<file path="config.mk">
export PLATFORM = sky130hd
export DESIGN_NAME = tli_spi_responder_flat
export DESIGN_NICKNAME = d
export VERILOG_FILES = /design/src/rtl/tli_spi_pkg.sv /design/src/rtl/tli_spi_responder_if.sv /design/src/rtl/tli_spi_sync_edge.sv /design/src/rtl/tli_spi_responder.sv /design/src/flat_wrapper.sv
export SDC_FILE = /design/constraint.sdc
export NUM_CORES = 1
export LEC_CHECK = 0
export CAP_MARGIN = 10
export CORE_MARGIN = 2
export CORE_UTILIZATION = 58
export DETAILED_ROUTE_END_ITERATION = 12
export GPL_ROUTABILITY_DRIVEN = 0
export PLACE_DENSITY_LB_ADDON = 0.15
export SETUP_SLACK_MARGIN = 0.4
export SLEW_MARGIN = 20
export SYNTH_ARGS = -nofsm -noshare
export SYNTH_HDL_FRONTEND = slang
export SYNTH_SLANG_ARGS = --single-unit
</file>
<file path="constraint.sdc">
create_clock -name clk -period 2.9 [get_ports clk]
set_input_delay 0.29 -clock clk [delete_from_list [all_inputs] [get_ports clk]]
set_output_delay 0.29 -clock clk [all_outputs]
set_load 0.02 [all_outputs]
</file>
<file path="src/rtl/tli_spi_pkg.sv">
// rtl/tli_spi_pkg.sv - shared types and constants for the TLI SPI responder
//
// Purpose: FSM state encoding, synchroniser depth and the default word sent
//          when the holding buffer is empty at frame start.
// Ports:   none (package).
package tli_spi_pkg;

   typedef enum logic [1:0] {
      ST_IDLE,
      ST_SHIFT,
      ST_DONE
   } state_t;

   localparam int SYNC_STAGES = 2;

   localparam logic [31:0] DEFAULT_IDLE_WORD = 32'hDEAD_BEEF;

endpackage

</file>
<file path="src/rtl/tli_spi_responder_if.sv">
// rtl/tli_spi_responder_if.sv - fabric word source plus SPI pins of the responder
//
// Purpose: bundles the valid/ready word source and the SPI bus pins.
// Ports:   tx_data/tx_valid/tx_ready - word handshake into the responder
//          sck/ss_n                  - clock and frame select from the SPI master
//          miso/miso_oe              - serial data back to the master and its enable
// Modports: slave  - the responder
//           master - fabric source plus SPI master (driver side)
interface tli_spi_responder_if #(
   parameter int DATA_WIDTH = 32
);
   logic [DATA_WIDTH-1:0] tx_data;
   logic                  tx_valid;
   logic                  tx_ready;
   logic                  sck;
   logic                  ss_n;
   logic                  miso;
   logic                  miso_oe;

   modport master (
      output tx_data, tx_valid, sck, ss_n,
      input  tx_ready, miso, miso_oe
   );

   modport slave (
      input  tx_data, tx_valid, sck, ss_n,
      output tx_ready, miso, miso_oe
   );
endinterface

</file>
<file path="src/rtl/tli_spi_sync_edge.sv">
// rtl/tli_spi_sync_edge.sv - two-flop synchroniser with edge detection
//
// Purpose: brings an asynchronous pin into the clk domain and flags its edges.
// Ports:   clk, reset - system clock and synchronous active-high reset
//          pin_i      - asynchronous input
//          level_o    - synchronised level
//          rise_o     - one-cycle flag on a synchronised 0->1 transition
//          fall_o     - one-cycle flag on a synchronised 1->0 transition
module tli_spi_sync_edge
   import tli_spi_pkg::*;
#(
   parameter logic RESET_VAL = 1'b0
) (
   input  logic clk,
   input  logic reset,
   input  logic pin_i,
   output logic level_o,
   output logic rise_o,
   output logic fall_o
);

   logic [SYNC_STAGES-1:0] sync_q;
   logic                   hist_q;

   always_ff @(posedge clk) begin
      if (reset) begin
         sync_q <= {SYNC_STAGES{RESET_VAL}};
         hist_q <= RESET_VAL;
      end else begin
         sync_q <= {sync_q[SYNC_STAGES-2:0], pin_i};
         hist_q <= sync_q[SYNC_STAGES-1];
      end
   end

   assign level_o = sync_q[SYNC_STAGES-1];
   assign rise_o  = sync_q[SYNC_STAGES-1] & ~hist_q;
   assign fall_o  = ~sync_q[SYNC_STAGES-1] & hist_q;

endmodule

</file>
<file path="src/rtl/tli_spi_responder.sv">
// rtl/tli_spi_responder.sv - SPI device-side responder for the TLI sensor link
//
// Purpose: shifts one buffered DATA_WIDTH-bit word out on miso, MSB first, per
//          ss_n frame (CPHA=0); sends IDLE_WORD when nothing is buffered.
// Ports:   clk, reset  - system clock, synchronous active-high reset
//          bus (slave) - tx_data/tx_valid/tx_ready, sck, ss_n, miso, miso_oe
//          busy        - high while in SHIFT or DONE
//          frame_done  - pulse when all DATA_WIDTH bits have been sampled
//          frame_abort - pulse when ss_n rises before the frame completes
//          underrun    - pulse when IDLE_WORD is loaded from an empty buffer
module tli_spi_responder
   import tli_spi_pkg::*;
#(
   parameter int                    DATA_WIDTH = 32,
   parameter bit                    CPOL       = 1'b0,
   parameter logic [DATA_WIDTH-1:0] IDLE_WORD  = DATA_WIDTH'(DEFAULT_IDLE_WORD)
) (
   input  logic              clk,
   input  logic              reset,
   tli_spi_responder_if.slave bus,
   output logic              busy,
   output logic              frame_done,
   output logic              frame_abort,
   output logic              underrun
);

   localparam int CW = $clog2(DATA_WIDTH + 1);
   typedef logic [CW-1:0] cnt_t;

   state_t                state_q, state_d;
   logic [DATA_WIDTH-1:0] buf_q, buf_d;
   logic                  buf_full_q, buf_full_d;
   logic [DATA_WIDTH-1:0] shreg_q, shreg_d;
   cnt_t                  cnt_q, cnt_d;
   logic                  done_q, done_d;
   logic                  abort_q, abort_d;
   logic                  underrun_q, underrun_d;

   logic sck_rise, sck_fall, ss_rise, ss_fall;
   logic sck_level_unused, ss_level_unused;
   logic start, in_shift, last_bit, accept;

   // CPOL=1 is folded in ahead of the synchroniser so the internal clock
   // always idles low and rise is always the sampling edge.
   tli_spi_sync_edge #(.RESET_VAL(1'b0)) u_sync_sck (
      .clk     (clk),
      .reset   (reset),
      .pin_i   (bus.sck ^ CPOL),
      .level_o (sck_level_unused),
      .rise_o  (sck_rise),
      .fall_o  (sck_fall)
   );

   // ss_n history resets low: if the master already holds ss_n low when
   // reset releases, no false falling edge is seen; a later rise in IDLE is
   // harmless.
   tli_spi_sync_edge #(.RESET_VAL(1'b0)) u_sync_ss (
      .clk     (clk),
      .reset   (reset),
      .pin_i   (bus.ss_n),
      .level_o (ss_level_unused),
      .rise_o  (ss_rise),
      .fall_o  (ss_fall)
   );

   assign start    = (state_q == ST_IDLE) && ss_fall;
   // ss_n rise wins over a coincident sck edge.
   assign in_shift = (state_q == ST_SHIFT) && !ss_rise;
   assign last_bit = (cnt_q == cnt_t'(DATA_WIDTH - 1));
   assign accept   = bus.tx_valid && !buf_full_q;

   // State register
   always_ff @(posedge clk) begin
      if (reset) begin
         state_q <= ST_IDLE;
      end else begin
         state_q <= state_d;
      end
   end

   // Next-state logic
   always_comb begin
      state_d = state_q;
      unique case (state_q)
         ST_IDLE:  if (ss_fall) state_d = ST_SHIFT;
         ST_SHIFT: begin
            if (ss_rise)                   state_d = ST_IDLE;
            else if (sck_rise && last_bit) state_d = ST_DONE;
         end
         ST_DONE:  if (ss_rise) state_d = ST_IDLE;
         default:  state_d = ST_IDLE;
      endcase
   end

   // Datapath next-state
   always_comb begin
      buf_d      = buf_q;
      buf_full_d = buf_full_q;
      shreg_d    = shreg_q;
      cnt_d      = cnt_q;
      if (accept) begin
         buf_d      = bus.tx_data;
         buf_full_d = 1'b1;
      end
      // accept and load are exclusive: one needs the buffer empty, the other full.
      if (start) begin
         cnt_d = '0;
         if (buf_full_q) begin
            shreg_d    = buf_q;
            buf_full_d = 1'b0;
         end else begin
            shreg_d = IDLE_WORD;
         end
      end
      if (in_shift && sck_rise && (cnt_q != cnt_t'(DATA_WIDTH))) begin
         cnt_d = cnt_q + cnt_t'(1);
      end
      if (in_shift && sck_fall) begin
         shreg_d = {shreg_q[DATA_WIDTH-2:0], 1'b0};
      end
   end

   assign done_d     = in_shift && sck_rise && last_bit;
   assign abort_d    = (state_q == ST_SHIFT) && ss_rise;
   assign underrun_d = start && !buf_full_q;

   always_ff @(posedge clk) begin
      if (reset) begin
         buf_q      <= '0;
         buf_full_q <= 1'b0;
         shreg_q    <= '0;
         cnt_q      <= '0;
         done_q     <= 1'b0;
         abort_q    <= 1'b0;
         underrun_q <= 1'b0;
      end else begin
         buf_q      <= buf_d;
         buf_full_q <= buf_full_d;
         shreg_q    <= shreg_d;
         cnt_q      <= cnt_d;
         done_q     <= done_d;
         abort_q    <= abort_d;
         underrun_q <= underrun_d;
      end
   end

   // Output logic
   always_comb begin
      busy         = (state_q != ST_IDLE);
      bus.miso_oe  = (state_q != ST_IDLE);
      bus.miso     = (state_q != ST_IDLE) ? shreg_q[DATA_WIDTH-1] : 1'b0;
      bus.tx_ready = !buf_full_q;
      frame_done   = done_q;
      frame_abort  = abort_q;
      underrun     = underrun_q;
   end

endmodule

</file>
<file path="src/flat_wrapper.sv">
// flat-port wrapper written by rule: the top's interface ports become plain ports
module tli_spi_responder_flat import tli_spi_pkg::*;
#(
   parameter int                    DATA_WIDTH = 32,
   parameter bit                    CPOL       = 1'b0,
   parameter logic [DATA_WIDTH-1:0] IDLE_WORD  = DATA_WIDTH'(DEFAULT_IDLE_WORD)
)
  (clk, reset, busy, frame_done, frame_abort, underrun, bus_tx_data, bus_tx_valid, bus_sck, bus_ss_n, bus_tx_ready, bus_miso, bus_miso_oe);
  tli_spi_responder_if #(.DATA_WIDTH(DATA_WIDTH)) bus_i ();
  input  logic clk;
  input  logic reset;
  output logic busy;
  output logic frame_done;
  output logic frame_abort;
  output logic underrun;
  input wire logic [$bits(bus_i.tx_data)-1:0] bus_tx_data;
  input wire logic [$bits(bus_i.tx_valid)-1:0] bus_tx_valid;
  input wire logic [$bits(bus_i.sck)-1:0] bus_sck;
  input wire logic [$bits(bus_i.ss_n)-1:0] bus_ss_n;
  output wire logic [$bits(bus_i.tx_ready)-1:0] bus_tx_ready;
  output wire logic [$bits(bus_i.miso)-1:0] bus_miso;
  output wire logic [$bits(bus_i.miso_oe)-1:0] bus_miso_oe;
  assign bus_i.tx_data = bus_tx_data;
  assign bus_i.tx_valid = bus_tx_valid;
  assign bus_i.sck = bus_sck;
  assign bus_i.ss_n = bus_ss_n;
  assign bus_tx_ready = bus_i.tx_ready;
  assign bus_miso = bus_i.miso;
  assign bus_miso_oe = bus_i.miso_oe;
  tli_spi_responder #(.DATA_WIDTH(DATA_WIDTH), .CPOL(CPOL), .IDLE_WORD(IDLE_WORD)) u_core (.clk(clk), .reset(reset), .bus(bus_i), .busy(busy), .frame_done(frame_done), .frame_abort(frame_abort), .underrun(underrun));
endmodule
</file>
==> run metrics <==
Mean Syn Cell Area=7.991 um^2; Critical Path End Type=output port; status=completed; post-layout instance area=3902 um^2; # port buffers=43; clk sinks=82; DP HPWL=4546 um; drt wl/cell=13.23 um; Pwr Density=555.2 nW/um^2; CP max FO=26; Max Fclk=0.4345 GHz; Period minus WS final=2.301 ns; IO Pins=44; Setup Skew=0.007671 ns; ant diodes=0; post-detailed-route count of antenna-violating nets=0; mux contribution to synthesized area=0; Cell Area, Synth=3284 um^2; starting utilization of the core area=0.6001; Post-Synth Simple-Gate Area=0.2571; most frequent cells in the layout=122 x nand2_1, 82 x dfxtp_1, 42 x clkdlybuf4s50_1; flop2flop setup slack=1.05 ns; XOR/XNOR Fraction of Synth Area=0.002667; postcts setup bufs=0; max_slew headroom=0.4377; Critical Path Source=u_core.buf_full_q; Root Buffer=clkbuf_8; post-synthesis cell type count=40; antenna violations before repair=0; Max IR drop VDD=0.3909 mV; die height=79.25 um; first-pass GRT wire length=11830 um; # setup viols final=0; Post-DP Area=3717 um^2; cts bufs inserted=9; share of layout cells above drive strength 1=0.06306; main combinational cell family by area after synthesis=simple AND/OR/NAND/NOR gates; Cells after Synth=411; GR Util All Layers=0.2367; most common cell after layout, fill and taps aside=nand2_1; fin nets=479; top_reg_cell synth=dfxtp_1; vias in the first global route=2584; Synth Net Count=450; post-CTS sizing=0; Worst-path clk slew=0.07 ns; worst reg2reg path depth=4; worst setup path class=reg -> out; Worst Hold Class=reg -> reg; CP required=2.61 ns; uppermost layer routed=met4; cts hold-fix bufs=0; Seq/Total Area, Yosys=0.4998; Worst R2R Start=u_core.state_q[0]; Iteration-0 DRC Markers=228; Hold Vio Cnt, Final=0; via count=2855; num rows=27; First-pass DRT Iterations=5; EDFF count, synth=0; wl on met1=3352 um; Yosys Warn Count=0; asr flop ratio synth=0; metal2 WL=3051 um; DR vias/cell=5.533; Detailed Route WL=6825 um; largest net degree at the start of global routing=44; Final period util=0.7936; DRC violations left=0; Crit path arrival time=2.01 ns; worst slew pin tran=0.8434 ns; Leak=1.323 nW; metal3 WL=310 um; startpoint type of the worst setup path=flop; core area=5473 um^2; CTS tree=built; Yosys reg bits=82; die area=6281 um^2; clock latency on the worst-skew pair=0.34 ns; adder-cell share of the synthesized area=0.007619; max cap viols=0; CP endpoint=bus_tx_ready; setup_tns=0 ns; RSZ-0062 raised after global routing=no; GRT Residual Overflow=0; compound-gate portion of the synthesized area=0.1863; FF-to-FF End=u_core.shreg_q[12]; die span in x=79.25 um; Area growth, synth to finish=18.82%; Slew Viols, Final=0; H-tree levels=3; CTS max path bufs=2
cell families (layout without fill, tap and decap cells):
family,after synthesis,after routing
flops,82,82
fa+ha+maj,2,2
xor+xnor,1,1
simple gates,187,187
buf+inv,36,69
compound gates,103,103
worst max-delay path, cell delays in order, from the launching register on:
cell             delay (ns)
dfxtp_1                0.43
inv_1                  0.52
clkdlybuf4s50_1        0.73
area by class of cell:
cell class	count	area [um^2]
multi-input combinational	293	1493
clock inverter	3	40.04
clock buffer	12	145.1
tap	72	90.09
fill	463	1570
sequential	82	1642
inverter	4	15.01
timing repair buffer	50	478.0
sequential cells by signal, indices dropped and copies added, names as in the netlist, 2 cells and up:
register / count
u_core.shreg_q: 32
u_core.u_sync_sck.sync_q: 2
u_core.cnt_q: 6
u_core.state_q: 2
u_core.buf_q: 32
u_core.u_sync_ss.sync_q: 2
layer usage:
metal | global-route usage | vias to the layer above
li1 | - | 1463
met1 | 0.3379 | 1311
met2 | 0.3542 | 73
met3 | 0.03750 | 8
met4 | 0.1034 | 0
met5 | 0 | -
synth_stat cells (4+ instances only):
cell type / n / area (um^2)
inv_1: 4 / 15.01
nor2_1: 13 / 48.80
buf_2: 5 / 25.02
nand2_1: 122 / 457.9
nand2b_1: 5 / 31.28
buf_1: 7 / 26.28
nand3_1: 13 / 65.06
a21oi_1: 34 / 170.2
nor2b_1: 9 / 56.30
a311oi_1: 8 / 70.07
clkbuf_1: 18 / 67.56
o21ai_0: 26 / 130.1
nor3_1: 6 / 30.03
o211ai_1: 5 / 37.54
dfxtp_1: 82 / 1642
a31oi_1: 25 / 156.4
worst min path at each step:
stage | from | end | slack, ns | cells after the start
floorplan | u_core.u_sync_sck.sync_q[0] | u_core.u_sync_sck.sync_q[1] | 0.41 | 1
global placement | u_core.u_sync_sck.sync_q[0] | u_core.u_sync_sck.sync_q[1] | 0.43 | 1
detailed placement | u_core.u_sync_sck.sync_q[0] | u_core.u_sync_sck.sync_q[1] | 0.42 | 1
CTS | u_core.buf_q[12] | u_core.buf_q[12] | 0.46 | 2
global route | u_core.u_sync_ss.sync_q[0] | u_core.u_sync_ss.sync_q[1] | 0.48 | 1
finish | u_core.buf_q[12] | u_core.buf_q[12] | 0.45 | 2
per-stage QoR:
stage | worst slack, ns | hold slack, ns | total power, mW | util | std cells
global route | 0.4559 | 0.4752 | 2.261 | 0.7131 | 516
floorplan | 1.181 | 0.4138 | 1.319 | - | 411
detailed placement | 0.9954 | 0.4247 | 1.400 | 0.6792 | 501
global placement | 1.035 | 0.4269 | 1.396 | 0.6792 | 501
CTS | 0.6160 | 0.4563 | 2.184 | 0.7131 | 516
finish | 0.5985 | 0.4534 | 2.167 | 0.7131 | 516
where the power goes:
group	switching [mW]	internal (mW)
logic	0.0930	0.0859
registers	0.0273	1.17
clock network	0.377	0.415
(Power assumes the default switching activity.)
